===== src/rtl/mips_muldiv_unit.sv =====
// mips_muldiv_unit: iterative MULT/MULTU/DIV/DIVU unit owning the architectural HI/LO registers.
// Ports: clk/rst (sync, active-low); start/op/op_a/op_b issue an operation; hi_we/lo_we/wdata
//   perform MTHI/MTLO; busy stalls the core, done pulses when an operation writes HI/LO,
//   div_zero is sticky for the last divide, hi/lo feed the MFHI/MFLO writeback path.
// Latency: 33 cycles from start to done for every op (one bit per cycle plus a fix-up cycle).
// Optional macro MULDIV_DIV_EN: when undefined the divider is removed and DIV/DIVU
//   complete in one cycle without touching HI/LO.
module mips_muldiv_unit #(
  parameter int WIDTH = 32,
  parameter int CNT_W = 5
) (
  input  logic             clk,
  input  logic             rst,
  input  logic             start,
  input  logic [1:0]       op,
  input  logic [WIDTH-1:0] op_a,
  input  logic [WIDTH-1:0] op_b,
  input  logic             hi_we,
  input  logic             lo_we,
  input  logic [WIDTH-1:0] wdata,
  output logic             busy,
  output logic             done,
  output logic             div_zero,
  output logic [WIDTH-1:0] hi,
  output logic [WIDTH-1:0] lo
);

  localparam logic [1:0] S_IDLE = 2'd0;
  localparam logic [1:0] S_CALC = 2'd1;
  localparam logic [1:0] S_FIN  = 2'd2;

  logic [1:0]         state;
  logic [CNT_W-1:0]   cnt;
  // Multiply: acc = {partial product, remaining multiplier bits}.
  // Divide:   acc = {partial remainder, remaining dividend bits / quotient bits}.
  logic [2*WIDTH-1:0] acc;
  logic [2*WIDTH-1:0] acc_nxt;
  logic [WIDTH-1:0]   m_reg;   // multiplicand or divisor magnitude
  logic               div_op;
  logic               neg_q;   // product / quotient sign

  logic               sign_a;
  logic               sign_b;
  logic [WIDTH-1:0]   abs_a;
  logic [WIDTH-1:0]   abs_b;
  logic [WIDTH:0]     add_sum;
  logic [2*WIDTH-1:0] prod;

  assign sign_a = op[0] & op_a[WIDTH-1];
  assign sign_b = op[0] & op_b[WIDTH-1];
  assign abs_a  = sign_a ? -op_a : op_a;
  assign abs_b  = sign_b ? -op_b : op_b;
  assign busy   = (state != S_IDLE);
  assign prod   = neg_q ? -acc : acc;

`ifdef MULDIV_DIV_EN
  logic               neg_r;   // remainder takes the dividend sign
  logic [WIDTH:0]     rem_sh;
  logic [WIDTH:0]     diff;
  logic [WIDTH-1:0]   quo;
  logic [WIDTH-1:0]   rem_fix;

  assign quo     = neg_q ? -acc[WIDTH-1:0] : acc[WIDTH-1:0];
  assign rem_fix = neg_r ? -acc[2*WIDTH-1:WIDTH] : acc[2*WIDTH-1:WIDTH];
`endif

  always_comb begin
    // Shift-add step: conditionally add the multiplicand into the upper half, then shift right.
    add_sum = {1'b0, acc[2*WIDTH-1:WIDTH]} + {1'b0, {WIDTH{acc[0]}} & m_reg};
    acc_nxt = {add_sum, acc[WIDTH-1:1]};
`ifdef MULDIV_DIV_EN
    // Restoring step: bring down the next dividend bit and trial-subtract the divisor.
    // Borrow out (diff MSB) means the trial failed and the remainder is kept.
    rem_sh = {acc[2*WIDTH-1:WIDTH], acc[WIDTH-1]};
    diff   = rem_sh - {1'b0, m_reg};
    if (div_op) begin
      if (!diff[WIDTH]) acc_nxt = {diff[WIDTH-1:0], acc[WIDTH-2:0], 1'b1};
      else              acc_nxt = {rem_sh[WIDTH-1:0], acc[WIDTH-2:0], 1'b0};
    end
`endif
  end

  always_ff @(posedge clk) begin
    if (!rst) begin
      state    <= S_IDLE;
      done     <= 1'b0;
      div_zero <= 1'b0;
      hi       <= '0;
      lo       <= '0;
      cnt      <= '0;
      acc      <= '0;
      m_reg    <= '0;
      div_op   <= 1'b0;
      neg_q    <= 1'b0;
`ifdef MULDIV_DIV_EN
      neg_r    <= 1'b0;
`endif
    end else begin
      done <= 1'b0;
      case (state)
        S_IDLE: begin
          if (hi_we) hi <= wdata;
          if (lo_we) lo <= wdata;
          if (start) begin
            div_op <= op[1];
            neg_q  <= sign_a ^ sign_b;
`ifdef MULDIV_DIV_EN
            neg_r  <= sign_a;
`endif
            cnt    <= CNT_W'(WIDTH - 1);
            if (op[1]) begin
              m_reg <= abs_b;
              acc   <= {{WIDTH{1'b0}}, abs_a};
            end else begin
              m_reg <= abs_a;
              acc   <= {{WIDTH{1'b0}}, abs_b};
            end
`ifdef MULDIV_DIV_EN
            state <= S_CALC;
`else
            state <= op[1] ? S_FIN : S_CALC;
`endif
          end
        end
        S_CALC: begin
          acc <= acc_nxt;
          if (cnt == '0) state <= S_FIN;
          else           cnt   <= cnt - CNT_W'(1);
        end
        S_FIN: begin
          done  <= 1'b1;
          state <= S_IDLE;
          if (!div_op) begin
            {hi, lo} <= prod;
          end
`ifdef MULDIV_DIV_EN
          else if (m_reg == '0) begin
            // Divide by zero: remainder path already holds |op_a|, so the sign fix restores op_a.
            lo       <= '1;
            hi       <= rem_fix;
            div_zero <= 1'b1;
          end else begin
            lo       <= quo;
            hi       <= rem_fix;
            div_zero <= 1'b0;
          end
`endif
        end
        default: state <= S_IDLE;
      endcase
    end
  end

endmodule

===== config.mk =====
export PLATFORM = sky130hd
export DESIGN_NAME = mips_muldiv_unit
export DESIGN_NICKNAME = d
export VERILOG_FILES = /design/src/rtl/mips_muldiv_unit.sv
export SDC_FILE = /design/constraint.sdc
export NUM_CORES = 1
export LEC_CHECK = 0
export CAP_MARGIN = 15
export CORE_AREA = 2 2 200 202
export CTS_CLUSTER_DIAMETER = 30
export DETAILED_ROUTE_END_ITERATION = 16
export DIE_AREA = 0 0 202 204
export PLACE_DENSITY_LB_ADDON = 0.3
export SYNTH_ARGS = -nofsm -noshare
export SYNTH_HDL_FRONTEND = slang
export SYNTH_SLANG_ARGS = --single-unit

===== constraint.sdc =====
create_clock -name clk -period 5 [get_ports clk]
set_input_delay 0.75 -clock clk [delete_from_list [all_inputs] [get_ports clk]]
set_output_delay 0.75 -clock clk [all_outputs]
set_load 0.1 [all_outputs]

==> out/metrics.cfg, run 1 <==
[outcome]
status=completed

[route]
vias=11841
avgRoutedWirePerCell_um=19.8
firstDrtPassIters=5
route.detailed.drc=0
routed_wl_um=42300
viasPerCell=5.56
ant_nets=0
drtIter0Drc=1133

[synth]
synth-edff-count=0
synth_ff_type=dfxtp_1
synth_compound_area_share_pct=29.2
synthSimpleGateAreaFrac_pct=21.4
synth_warnings=0
synth.area.mux_share_pct=1.04
syn_area_sq_um=11600
synth_top_family_by_area=compound AO/OA/AOI/OAI gates
synthXorXnorAreaFrac_pct=10.5
synth_cells=1495
synth_seq_cells=170
ys_types=71
synth_area_per_cell_sq_um=7.73
synth_adder_area_share_pct=4.18
synth_fp_nets=1636
async_flop_share_pct=0
seq_area_frac_synth_pct=29.4

[clock_network]
clockBufferDepth=2
h-tree-depth=4
cts_hold_buf=0
insertion_delay_ns=0.45
ctsResizeCount=0
cts.sinks=170
cts-root-buf=clkbuf_16
clk_pin_slew_ns=0.07
tritoncts=yes
postCtsSetupRepairBufs=0
cts_made_buffers=17

[layout]
seq_area_sq_um=3400
fin_nets=1734
syn_to_final_growth_pct=22.6
largest_reg_flops=64
fillCellCount=4049
design_area_sq_um=14200
top_register=acc
drive_gt1_share_pct=4.74
multiInputGateArea_sq_um=7670

[sta]
tns_ns=0
rsz0062_at_grt=false
min_period_ns=3.66
worstMarginPinSlew_ns=1.16
fin_crit_sh_pct=73.3
slew_viol_final=0
setup_viol=0
finalHoldViolCount=0
worst_clock_skew_ns=0.0285
slew_headroom_pct=22.9
fmax_mhz=273

[power]
leakage_nw=5.18
switching_share_pct=40.1
internal_power_mw=2.55
p_clk_share_pct=30.3
p_seq_share_pct=38.2
p_per_area_nw_per_um2=301
p_sw_mw=1.71
max-vdd-ir-drop_mv=0.185
p_comb_share_pct=31.5

[global_routing]
grt_overflow_total=0
grt_max_degree=68
track_usage_pct=19.9
antenna_found_initial=2
grt_pass1_wl_um=63900
grt_pass1_vias=11005

[hold_path]
worstHoldStart=lo[31]
hold_depth=2
hp-class=reg2reg

[critical_path]
cp_slowest_cell=nor4_1
cp-start-kind=input pin
worstSetupEndpointType=register
path_cells=clkdlybuf4s50_1 > nor4_1 > nand3b_1 > or4_1 > nor4_2 > a21oi_1 > xnor2_1 > mux2i_1 > a31o_2
path_class=in2reg
crit_arrival_ns=4.00
critPathRequiredTime_ns=5.34
max_stage_delay_ns=0.69
critPathLaunch=op_b[3]
r2r_cells=9
r2r_start=acc[0]
crit_path_max_fanout=7
r2r_slack_ns=1.42

[flow_run]
cap_violations=0

[place]
place_hpwl_um=33100
gp_congestion=0.921
placed_area_sq_um=13600
io_buffers=168

[floorplanning]
die_h_um=204
coreArea_sq_um=39200
io_pins=170
dieArea_sq_um=41200
dieWidth_um=202
rows=73
initial_core_util_pct=29.5

synthesized netlist by cell type (all sizes together) (19+ instances only):
| master | number | share of area, % |
|---|---|---|
| nand3 | 37 | 1.6 |
| a21oi | 118 | 5.1 |
| clkbuf | 92 | 3.0 |
| nand2 | 136 | 4.5 |
| nor3 | 31 | 1.3 |
| inv | 26 | 0.84 |
| or3 | 25 | 1.4 |
| a221oi | 26 | 2.0 |
| o41ai | 21 | 1.9 |
| o221ai | 35 | 2.7 |
| and2 | 39 | 2.1 |
| nor2 | 160 | 5.2 |
| a211oi | 42 | 2.7 |
| dfxtp | 170 | 29 |
| xor2 | 87 | 6.6 |
| ha | 37 | 4.0 |
| xnor2 | 51 | 3.9 |
| o21ai | 98 | 4.2 |
| nand2b | 19 | 1.0 |
| o31ai | 44 | 2.9 |
metal layers:
layer  vias to the layer above  track usage (%)  routed length, um
met1                      5584             29.4              21300
met2                       459             29.2              17300
li1                       5739                -                  -
met3                        59             3.22               2690
met5                         -                0                  0
met4                         0             6.33                999
final cells by class:
class | count | area share [%]
inverter | 26 | 0.689
clock inverter | 12 | 0.742
antenna | 1 | 0.0177
tap | 525 | 4.64
sequential | 170 | 24.0
clock buffer | 19 | 3.13
multi-input combinational | 1195 | 54.2
timing repair buffer | 183 | 12.6
per-stage QoR:
| step | hold WS, ns | total power, mW | cells | worst slack [ns] | utilization [%] |
|---|---|---|---|---|---|
| after detailed placement | 0.448 | 2.99 | 2099 | 0.898 | 34.8 |
| after floorplan | 0.427 | 2.54 | 1495 | 1.82 | - |
| after global routing | 0.491 | 4.43 | 2130 | 1.05 | 36.1 |
| final | 0.456 | 4.26 | 2131 | 1.34 | 36.2 |
| after CTS | 0.458 | 4.27 | 2130 | 1.35 | 36.1 |
| after global placement | 0.442 | 2.97 | 2099 | 0.941 | 34.8 |
placed cells by master (no fill, tap or decap), types with 5 or more instances in the layout:
cell type / synthesis / routed
a211oi_1: 42 / 42
a21o_1: 17 / 17
a21oi_1: 118 / 118
a221oi_1: 26 / 26
a22oi_1: 8 / 8
a31o_2: 5 / 5
a31oi_1: 16 / 16
a32oi_1: 6 / 6
and2_1: 39 / 39
and3_1: 5 / 5
buf_4: 2 / 15
clkbuf_16: 0 / 17
clkdlybuf4s50_1: 0 / 166
dfxtp_1: 170 / 169
ha_1: 37 / 37
inv_1: 26 / 25
inv_6: 0 / 7
mux2i_1: 12 / 12
nand2_1: 135 / 135
nand2b_1: 19 / 19
nand3_1: 37 / 37
nand4_1: 6 / 6
nor2_1: 160 / 158
nor3_1: 31 / 31
nor4_1: 13 / 13
o211ai_1: 15 / 15
o21ai_0: 95 / 95
o21bai_1: 5 / 5
o221ai_1: 35 / 35
o31ai_1: 42 / 42
o41ai_1: 18 / 18
or3_1: 25 / 25
or4_1: 12 / 12
xnor2_1: 51 / 51
xor2_1: 87 / 87
path summary, 6_finish.rpt:
kind,to
setup / recovery,m_reg[22]
hold / removal,lo[31]
setup reg to reg,acc[63]
hold reg to reg,lo[31]
critical path, delay by kind of cell:
| family | cells | cell delay, ns |
|---|---|---|
| AND/OR/NAND/NOR | 4 | 2.00 |
| buffers and inverters | 1 | 0.47 |
| AO/OA/AOI/OAI | 2 | 0.45 |
| XOR/XNOR | 1 | 0.23 |
| multiplexers | 1 | 0.11 |
cell families after synthesis:
| family | after synthesis |
|---|---|
| flip-flops | 170 |
| AND/OR/NAND/NOR | 510 |
| adder cells (fa/ha/maj) | 38 |
| multiplexers | 12 |
| other | 1 |
| AO/OA/AOI/OAI | 496 |
| XOR/XNOR | 138 |
| buffers and inverters | 130 |
power groups by stage:
stage | combinational, mW | clock, mW | sequential [mW]
after detailed placement | 1.33 | 0 | 1.65
after global routing | 1.43 | 1.36 | 1.64
after CTS | 1.34 | 1.31 | 1.62
after global placement | 1.33 | 0 | 1.65
final | 1.34 | 1.29 | 1.63
after floorplan | 0.561 | 0 | 1.98
Note: power is estimated with default switching activity, not from simulation.
==> inputs of run 2 (changes only) <==
clock period = 3.4 ns   (was 5 ns; I/O delays follow)
==> out/metrics.cfg, run 2 (same netlist as run 1, synthesis figures left out) <==
[critical_path]
worstSetupEndpointType=register
critPathRequiredTime_ns=3.74
r2r_cells=8
path_class=reg2reg
crit_arrival_ns=3.69
cp-start-kind=register
crit_path_max_fanout=6

[sta]
rsz0062_at_grt=false
finalHoldViolCount=0
timing.final.ws_setup_ns=0.0496
slew_viol_final=0
min_period_ns=3.35
fmax_mhz=298
worst_clock_skew_ns=0.0145
setup_viol=0
worstMarginPinSlew_ns=1.12
slew_headroom_pct=24.6
fin_crit_sh_pct=98.5

[layout]
drive_gt1_share_pct=10.6
fillCellCount=4007
mostFrequentLayoutCell=dfxtp_1
top_register=acc
fin_nets=1833
largest_reg_flops=64
syn_to_final_growth_pct=29.4
layout_common_cells=dfxtp_1 (169), clkdlybuf4s50_1 (163), nor2_1 (159)

[clock_network]
cts_hold_buf=0
insertion_delay_ns=0.44
tritoncts=yes
cts-root-buf=clkbuf_16
clockBufferDepth=2
postCtsSetupRepairBufs=0
h-tree-depth=4
clk_pin_slew_ns=0.07
cts.sinks=170
cts_made_buffers=17
ctsResizeCount=0

[flow_run]
cap_violations=0

[route]
wl_met3_um=2920
firstDrtPassIters=5
avgRoutedWirePerCell_um=19.9
route.detailed.drc=0
top_signal_layer_used=met4
ant_nets=0
wirelength_met1_um=22200
drtIter0Drc=1199
viasPerCell=5.47
met2WireLength_um=18500
vias=12199
routed_wl_um=44500

[floorplanning]
rows=73
initial_core_util_pct=29.5
io_pins=170
dieArea_sq_um=41200
dieWidth_um=202
die_h_um=204
coreArea_sq_um=39200

[place]
io_buffers=168
place_hpwl_um=35600
place_worst_setup_slack_ns=-0.0533
gp_congestion=0.965

[power]
leakage_nw=5.70
internal_power_mw=3.84
p_clk_share_pct=30.3
total_power_mw=6.46
p_sw_mw=2.62
switching_share_pct=40.6
max-vdd-ir-drop_mv=0.247
p_per_area_nw_per_um2=432
p_comb_share_pct=33.8
p_seq_share_pct=35.8

[global_routing]
grt_overflow_total=0
antenna_found_initial=0
track_usage_pct=21.1
grt_pass1_wl_um=67900
grt_pass1_vias=11501
grt_max_degree=57

[hold_path]
hold_depth=2
hp-class=reg2reg

[outcome]
status=completed

## run 2: changes by cell type in the layout (fill, tap and decap cells not counted), moves of 2 or more
cell	previous run	this run
buf_12	0	2
buf_4	15	115
clkdlybuf4s50_1	166	163
inv_6	7	2
inv_8	1	8
## run 2: cell type report
| class | instances | area [sq um] | share of cell area (%) |
|---|---|---|---|
| antenna | 1 | 2.50 | 0.0167 |
| clock buffer | 17 | 425 | 2.84 |
| clock inverter | 15 | 145 | 0.971 |
| inverter | 26 | 97.6 | 0.653 |
| multi-input combinational | 1195 | 7680 | 51.3 |
| sequential | 170 | 3400 | 22.8 |
| tap | 525 | 657 | 4.39 |
| timing repair buffer | 282 | 2540 | 17.0 |
## run 2: metal layers
metal,up-vias,track usage [%]
met5,-,0
met4,0,5.57
met3,46,3.25
met2,476,31.4
met1,5735,31.4
li1,5942,-
## run 2: path summary, 6_finish.rpt
path	startpoint	endpoint	slack, ns
max	acc[21]	hi[11]	0.05
min	m_reg[16]	m_reg[16]	0.45
max reg2reg	acc[21]	hi[11]	0.05
min reg2reg	m_reg[16]	m_reg[16]	0.45
## run 2: metrics by stage
step / instance area [sq um] / hold WS (ns) / utilization (%) / setup TNS, ns / cells
6_report: 15000 / 0.451 / 38.2 / 0 / 2231
5_1_grt: 15000 / 0.474 / 38.2 / 0 / 2230
4_1_cts: 14900 / 0.452 / 38.1 / 0 / 2230
3_5_place_dp: 14400 / 0.444 / 36.7 / -0.124 / 2198
3_3_place_gp: 14400 / 0.440 / 36.7 / -0.0481 / 2198
2_1_floorplan: 11600 / 0.427 / - / 0 / 1495
## run 2: critical path, cell delays in order (launching register included)
cell,delay (ns)
dfxtp_1,0.31
nor4_1,0.95
nand4_1,0.33
nor4_4,0.49
nand2_1,0.28
o41ai_2,0.28
xor2_1,0.24
a211oi_1,0.13
a31o_2,0.23
## run 2: power by group through the flow
stage / registers (mW) / logic (mW) / clock network [mW]
4_1_cts: 2.31 / 2.17 / 1.98
3_3_place_gp: 2.36 / 2.15 / 0
2_1_floorplan: 2.91 / 0.824 / 0
3_5_place_dp: 2.36 / 2.17 / 0
5_1_grt: 2.34 / 2.32 / 2.06
6_report: 2.32 / 2.18 / 1.96
==> inputs of run 3 (changes only) <==
--- a/config.mk
+++ b/config.mk
@@ -12,4 +12,5 @@
 export DIE_AREA = 0 0 202 204
 export PLACE_DENSITY_LB_ADDON = 0.3
+export SETUP_SLACK_MARGIN = 0.4
 export SYNTH_ARGS = -nofsm -noshare
 export SYNTH_HDL_FRONTEND = slang
==> constraint.sdc (replaced) <==
create_clock -name clk -period 3.4 [get_ports clk]
set_input_delay 0.85 -clock clk [delete_from_list [all_inputs] [get_ports clk]]
set_output_delay 0.85 -clock clk [all_outputs]
set_load 0.1 [all_outputs]
==> out/metrics.cfg, run 3 (same netlist as run 1, synthesis figures left out) <==
[layout]
drive_gt1_share_pct=22.2
multiInputGateArea_sq_um=8290
diodes=0
mostFrequentLayoutCell=buf_4
fin_nets=1890
largest_reg_flops=64
seq_area_sq_um=3400
design_area_sq_um=15800
layout_common_cells=buf_4 (230), dfxtp_1 (169), nor2_1 (154)
top_register=acc
syn_to_final_growth_pct=37.1
fillCellCount=4007
stdcell_count=2287

[hold_path]
hp-class=reg2reg

[critical_path]
cp-start-kind=register
crit_arrival_ns=3.32
path_class=reg2reg
critPathRequiredTime_ns=3.72
crit_path_max_fanout=8
worstSetupEndpointType=register

[sta]
fmax_mhz=334
min_period_ns=3.00
finalHoldViolCount=0
worstMarginPinSlew_ns=0.926
slew_viol_final=0
holdWs_ns=0.455
setup_viol=0
worst_clock_skew_ns=0.0163
slew_headroom_pct=38.3
rsz0062_at_grt=true
fin_crit_sh_pct=88.2

[floorplanning]
die_h_um=204
dieArea_sq_um=41200
initial_core_util_pct=29.5
dieWidth_um=202
coreArea_sq_um=39200
rows=73
io_pins=170

[clock_network]
cts.sinks=170
clockBufferDepth=2
clk_pin_slew_ns=0.07
cts-root-buf=clkbuf_16
tritoncts=yes
h-tree-depth=4
cts_made_buffers=17
insertion_delay_ns=0.45

[global_routing]
grt_max_degree=53
grt_pass1_vias=11501
grt_overflow_total=0
grt_pass1_wl_um=68500
antenna_found_initial=0
track_usage_pct=21.4

[place]
place_hpwl_um=36300
placed_area_sq_um=14500
gp_congestion=0.958
placed_cells=2231
io_buffers=168

[route]
route.detailed.drc=0
avgRoutedWirePerCell_um=20.0
firstDrtPassIters=5
viasPerCell=5.43
drtIter0Drc=1065
vias=12421
ant_nets=0
routed_wl_um=45700

[power]
leakage_nw=6.20
p_per_area_nw_per_um2=411
max-vdd-ir-drop_mv=0.263

[flow_run]
cap_violations=0

[outcome]
status=completed

[run 3: layer usage]
metal	wire length (um)	vias up	track usage, %	share of wire [%]
met3	2690	62	2.87	5.9
met4	1160	0	6.33	2.5
met2	19100	465	32.2	42
li1	-	6040	-	-
met1	22700	5854	31.6	50
met5	0	-	0	0
[run 3: final timing paths]
path | from | end | slack (ns) | depth (start not counted)
min reg2reg | hi[24] | hi[24] | 0.45 | 1
max reg2reg | acc[15] | lo[24] | 0.40 | 9
min | hi[24] | hi[24] | 0.45 | 1
max | acc[15] | lo[24] | 0.40 | 9
[run 3: cell type report]
type                       instances  area share [%]
clock inverter                    13           0.703
inverter                          26           0.616
sequential                       170            21.5
multi-input combinational       1195            52.3
timing repair buffer             339            17.9
clock buffer                      19            2.80
tap                              525            4.15
[run 3: where the power goes]
part	total, mW	leakage, nW	switching (mW)	internal [mW]
registers	2.33	1.40	0.159	2.17
clock network	1.93	0.270	0.949	0.979
logic	2.25	4.53	1.52	0.726
total	6.51	6.20	2.63	3.88
[run 3: repair_timing]
item | CTS | global route
buffers inserted | 11 | 12
endpoints found under the setup margin | 60 | 61
hold buffers | 0 | 0
resized for setup | 60 | 81
pin swaps | 21 | 45
cloned | 0 | 0
[run 3: worst max-delay path: stages (launching register included)]
cell,delay [ns]
dfxtp_1,0.31
or4_4,0.54
or4_4,0.55
buf_4,0.18
or3_4,0.42
o31ai_1,0.25
xor2_1,0.31
a211oi_1,0.13
a21oi_1,0.13
nor2_1,0.05
[run 3: per-stage QoR]
| stage | power (mW) | worst slack (ns) | utilization, % | setup TNS, ns |
|---|---|---|---|---|
| after global routing | 6.78 | 0.312 | 40.4 | 0 |
| after CTS | 6.47 | 0.386 | 39.2 | 0 |
| after global placement | 4.51 | -0.288 | 37.0 | -5.37 |
| after detailed placement | 4.53 | -0.340 | 37.0 | -6.55 |
| after floorplan | 3.73 | 0.191 | - | 0 |
| final | 6.51 | 0.403 | 40.4 | 0 |
==> edit 1 (flow settings as in run 2) <==
Add an input register stage for `start`, `op`, `op_b`, `hi_we`, `lo_we` and `wdata`, cleared by the reset; this delays them by one clock. The other inputs are not delayed to match. Comments in the files are not updated.
--- a/src/rtl/mips_muldiv_unit.sv
+++ b/src/rtl/mips_muldiv_unit.sv
@@ -31,2 +31,27 @@
 
+  logic start_q;
+  logic [1:0] op_q;
+  logic [WIDTH-1:0] op_b_q;
+  logic hi_we_q;
+  logic lo_we_q;
+  logic [WIDTH-1:0] wdata_q;
+
+  always_ff @(posedge clk) begin
+    if (!rst) begin
+      start_q <= '0;
+      op_q    <= '0;
+      op_b_q  <= '0;
+      hi_we_q <= '0;
+      lo_we_q <= '0;
+      wdata_q <= '0;
+    end else begin
+      start_q <= start;
+      op_q    <= op;
+      op_b_q  <= op_b;
+      hi_we_q <= hi_we;
+      lo_we_q <= lo_we;
+      wdata_q <= wdata;
+    end
+  end
+
   logic [1:0]         state;
@@ -48,6 +73,6 @@
 
-  assign sign_a = op[0] & op_a[WIDTH-1];
-  assign sign_b = op[0] & op_b[WIDTH-1];
+  assign sign_a = op_q[0] & op_a[WIDTH-1];
+  assign sign_b = op_q[0] & op_b_q[WIDTH-1];
   assign abs_a  = sign_a ? -op_a : op_a;
-  assign abs_b  = sign_b ? -op_b : op_b;
+  assign abs_b  = sign_b ? -op_b_q : op_b_q;
   assign busy   = (state != S_IDLE);
@@ -101,6 +126,6 @@
         S_IDLE: begin
-          if (hi_we) hi <= wdata;
-          if (lo_we) lo <= wdata;
-          if (start) begin
-            div_op <= op[1];
+          if (hi_we_q) hi <= wdata_q;
+          if (lo_we_q) lo <= wdata_q;
+          if (start_q) begin
+            div_op <= op_q[1];
             neg_q  <= sign_a ^ sign_b;
@@ -110,3 +135,3 @@
             cnt    <= CNT_W'(WIDTH - 1);
-            if (op[1]) begin
+            if (op_q[1]) begin
               m_reg <= abs_b;
@@ -120,3 +145,3 @@
 `else
-            state <= op[1] ? S_FIN : S_CALC;
+            state <= op_q[1] ? S_FIN : S_CALC;
 `endif
Behaviour: not the same (Yosys sat finds a counterexample within 4 cycles, from zero or initial values and one cycle with rst low).
==> edit 1 against run 2 <==
Area after synthesis rose by 19%; sequential power rose by 34%; via count rose by 14%; cell area rose by 23%; sequential cell count rose by 69; non-clock buffer count fell by 28; setup slack improved by 0.37 ns; sequential share of layout area rose by 3.2 points; routed wire length rose by 15%; power rose by 65%; critical path type unchanged; critical endpoint is now acc[49]; highest routed layer unchanged.
==> edit 1: results (changes against run 2) <==
Routed wire length: 51100 um (was 44500 um)
Final Skew: 0.0316 ns (was 0.0145 ns)
Count of filler cells inserted in the layout: 3777 (was 4007)
Peak supply drop: 0.000315 V (was 0.000247 V)
Type of the worst min-delay path: primary input to flop (was flop to flop)
Overall track demand over capacity in global routing: 24.2% (was 21.1%)
Diode count: 0 (was 1)
Largest stage delay on the critical path: 0.57 ns (was 0.95 ns)
Peak fanout along the critical path: 15 (was 6)
Result of the run: completed (unchanged)
Count of cells along the worst register-to-register path: 10 (was 8)
Leakage component of the power: 7.23 nW (was 5.70 nW)
Adder and majority gate portion of the synthesized area: 3.52% (was 4.18%)
Area fraction in compound gates after synthesis: 23.9% (was 29.2%)
Number of nets in the final layout: 2078 (was 1833)
Worst Hold End: acc[1] (was m_reg[16])
TritonCTS buffer count: 60 (was 17)
Placed wire-length estimate after detailed placement: 39200 um (was 35600 um)
Via-per-instance ratio: 5.56 (was 5.47)
Count of cell types in the netlist: 79 (was 71)
Global-route wire length before repair: 78000 um (was 67900 um)
CTS max path bufs: 3 (was 2)
Launch instance of the worst register-to-register path: acc[0] (was acc[21])
Largest net degree at the start of global routing: 66 (was 57)
Clock insertion delay at the later pin of the skew report: 0.60 ns (was 0.44 ns)
Ratio of cells with drive above 1 in the final layout: 10.9% (was 10.6%)
Minimum setup slack among reg-to-reg paths: 0.42 ns (was 0.05 ns)
Capture instance of the worst register-to-register path: acc[49] (was hi[11])
Clock-pin slew of the registers on the worst-case setup and hold paths: 0.05 ns (was 0.07 ns)
Leading post-synthesis cells by cell area: sky130_fd_sc_hd__dfxtp_1, sky130_fd_sc_hd__nand2_1, sky130_fd_sc_hd__a21oi_1, sky130_fd_sc_hd__xor2_1, sky130_fd_sc_hd__and2_1 (was sky130_fd_sc_hd__dfxtp_1, sky130_fd_sc_hd__xor2_1, sky130_fd_sc_hd__nor2_1, sky130_fd_sc_hd__a21oi_1, sky130_fd_sc_hd__nand2_1)
Hold path startpoint: rst (was m_reg[16])
edit 1: cell count changes in the layout (fill, tap and decap cells not counted), sizes merged, moves of 30 or more:
cell    before  now
clkbuf      17   73
nand2      136  190
and2        39  109
dfxtp      170  239
buf        119   89
nor2       160  129
edit 1: logic make-up after synthesis:
| kind of cell | count (synthesis) |
|---|---|
| XOR/XNOR | 137 |
| adder cells (fa/ha/maj) | 38 |
| multiplexers | 21 |
| AND/OR/NAND/NOR | 646 |
| buffers and inverters | 137 |
| flip-flops | 239 |
| other | 1 |
| AO/OA/AOI/OAI | 513 |
edit 1: layout make-up:
type,instances,area [um^2],area share (%)
Multi-Input combinational cell,1356,8450,45.8
Sequential cell,239,4790,26.0
Timing Repair Buffer,254,2330,12.6
Clock buffer,73,1650,8.96
Tap cell,525,657,3.56
Clock inverter,35,463,2.51
Inverter,26,97.6,0.529
edit 1: worst max-delay path by stage:
stage          cells after the start      end    start
6_report                          10  acc[49]   acc[0]
5_1_grt                           10  acc[49]   acc[0]
4_1_cts                           10  acc[49]   acc[0]
3_5_place_dp                      10  acc[10]  op_a[1]
3_3_place_gp                      10  acc[10]  op_a[0]
2_1_floorplan                     13  acc[61]   acc[0]
edit 1: per-layer routing:
layer / vias to the layer above / track usage (%) / routed length (um)
li1: 6700 / - / -
met1: 6507 / 33.6 / 23300
met2: 644 / 37.4 / 22500
met3: 104 / 4.15 / 3700
met4: 0 / 9.27 / 1590
met5: - / 0 / 0
edit 1: per-stage QoR:
stage               std cells  setup slack, ns  utilization, %  instance area [um^2]
floorplan                1732            0.580               -                 13700
global placement         2400            0.293            41.7                 16300
detailed placement       2400            0.268            41.7                 16300
CTS                      2508            0.464            47.1                 18400
global route             2508            0.258            47.1                 18400
finish                   2508            0.424            47.1                 18400
edit 1: critical path: cells and delay by family, from the launching register on:
family / cells / cell delay (ns)
simple gates: 2 / 0.35
compound gates: 5 / 1.38
flops: 1 / 0.32
fa+ha+maj: 1 / 0.41
buf+inv: 1 / 0.20
xor+xnor: 1 / 0.14
edit 1: power by group:
| part | leakage (nW) | internal, mW | switching, mW |
|---|---|---|---|
| combinational | 4.23 | 0.557 | 1.09 |
| clock | 1.03 | 4.10 | 1.79 |
| sequential | 1.96 | 2.97 | 0.143 |
| total | 7.23 | 7.63 | 3.02 |
==> edit 2 (flow settings as in run 2) <==
Without the edit above. Change the parameter `WIDTH` from 32 to 16.
--- a/src/rtl/mips_muldiv_unit.sv
+++ b/src/rtl/mips_muldiv_unit.sv
@@ -8,3 +8,3 @@
 module mips_muldiv_unit #(
-  parameter int WIDTH = 32,
+  parameter int WIDTH = 16,
   parameter int CNT_W = 5
Ports: changed (5 resized); port bits go from 170 to 90. No check against the original RTL was run, so the function may have changed too.
==> edit 2 against run 2 <==
Sequential cell count shrank 80; cell area shrank 47%; power is 48% lower; routed wire length shrank 51%; combinational power down 49%; die area unchanged; setup slack improved by 0.59 ns; area after synthesis decreased by 46%; critical endpoint is now acc[29]; largest cell class unchanged; largest power group unchanged.
==> edit 2: results (changes against run 2) <==
Via-per-instance ratio: 4.39 (was 5.47)
Routed wire length: 21800 um (was 44500 um)
Count of cells along the worst register-to-register path: 11 (was 8)
CP max stage cell: sky130_fd_sc_hd__dfxtp_1 (was sky130_fd_sc_hd__nor4_1)
H-Tree Depth: 3 (was 4)
Power spent charging and discharging nets: 1.32 mW (was 2.62 mW)
Leading post-synthesis cells by cell area: sky130_fd_sc_hd__dfxtp_1, sky130_fd_sc_hd__nand2_1, sky130_fd_sc_hd__xnor2_1, sky130_fd_sc_hd__ha_1, sky130_fd_sc_hd__xor2_1 (was sky130_fd_sc_hd__dfxtp_1, sky130_fd_sc_hd__xor2_1, sky130_fd_sc_hd__nor2_1, sky130_fd_sc_hd__a21oi_1, sky130_fd_sc_hd__nand2_1)
Peak fanout along the critical path: 12 (was 6)
GR met3 Demand/Resource: 1.66% (was 3.25%)
Largest stage delay on the critical path: 0.53 ns (was 0.95 ns)
Data arrival at the endpoint of the critical path: 3.03 ns (was 3.69 ns)
Fraction of power consumed by combinational cells: 33.2% (was 33.8%)
Number of instances in the placed design: 1369 (was 2198)
Starting DRC count in detailed routing: 411 (was 1199)
Vias in the first global route: 5748 (was 11500)
Clock insertion delay at the later pin of the skew report: 0.35 ns (was 0.44 ns)
Largest net degree at the start of global routing: 39 (was 57)
Last weighted congestion value of the routability-driven placer: 0.811 (was 0.965)
Global-route track usage on met2: 14.8% (was 31.4%)
Leakage component of the power: 3.00 nW (was 5.70 nW)
TritonCTS buffer count: 9 (was 17)
Net Sw Frac: 39.5% (was 40.6%)
Number of I/O port buffers: 88 (was 168)
Peak supply drop: 0.000224 V (was 0.000247 V)
Result of the run: completed (unchanged)
Commonest cells in the synthesized netlist: sky130_fd_sc_hd__dfxtp_1, sky130_fd_sc_hd__nand2_1, sky130_fd_sc_hd__nor2_1, sky130_fd_sc_hd__a21oi_1, sky130_fd_sc_hd__o21ai_0 (was sky130_fd_sc_hd__dfxtp_1, sky130_fd_sc_hd__nor2_1, sky130_fd_sc_hd__nand2_1, sky130_fd_sc_hd__a21oi_1, sky130_fd_sc_hd__o21ai_0)
Syn nets: 869 (was 1636)
Ratio of cells with drive above 1 in the final layout: 6.16% (was 10.6%)
Post-Route M1 WL: 11600 um (was 22200 um)
Wire length on met2: 8790 um (was 18500 um)
Average footprint of a synthesized cell: 7.88 um^2 (was 7.73 um^2)
Max reg flops: 32 (was 64)
Count of cell types in the netlist: 72 (was 71)
Final Skew: 0.00966 ns (was 0.0145 ns)
Wirelength per Cell: 15.7 um (was 19.9 um)
==> edit 2: cell types whose count changed in the layout (fill, tap and decap cells not counted), moves of 58 or more <==
cell and delta:
sky130_fd_sc_hd__nor2_1 -106, sky130_fd_sc_hd__buf_4 -94, sky130_fd_sc_hd__clkdlybuf4s50_1 -81, sky130_fd_sc_hd__dfxtp_1 -79
sky130_fd_sc_hd__a21oi_1 -68, sky130_fd_sc_hd__xor2_1 -58
==> edit 2: final timing paths <==
check,from,endpoint,slack (ns)
hold reg to reg,m_reg[7],m_reg[7],0.45
hold / removal,m_reg[7],m_reg[7],0.45
setup / recovery,acc[0],acc[29],0.64
setup reg to reg,acc[0],acc[29],0.64
==> edit 2: layout make-up <==
type                    count  area (um^2)
inverters                  18         67.6
repair buffers            104          983
multi-input cells         632         4160
well taps                 525          657
fillers                  4373        31200
clock buffers              11          243
flip-flops and latches     90         1800
clock inverters             5         38.8
==> edit 2: worst max-delay path: cells and delay by family, from the launching register on <==
kind                       cells  cell delay [ns]
AOI/OAI and AO/OA              4             0.79
xor gates and xnor gates       1             0.16
adders and majority gates      2             0.56
buffers and inverters          2             0.25
DFF                            1             0.53
and+or+nand+nor                2             0.39
==> edit 2: cell families (layout without fill, tap and decap cells) <==
| logic type | count (synthesis) | count (layout) | share of synthesized area (%) |
|---|---|---|---|
| buffers and inverters | 70 | 138 | 4.61 |
| XOR/XNOR | 60 | 60 | 8.42 |
| AO/OA/AOI/OAI | 242 | 242 | 26.3 |
| multiplexers | 17 | 17 | 2.73 |
| AND/OR/NAND/NOR | 290 | 290 | 24.5 |
| other | 1 | 1 | 0.0601 |
| flip-flops | 90 | 90 | 28.9 |
| adder cells (fa/ha/maj) | 22 | 22 | 4.53 |
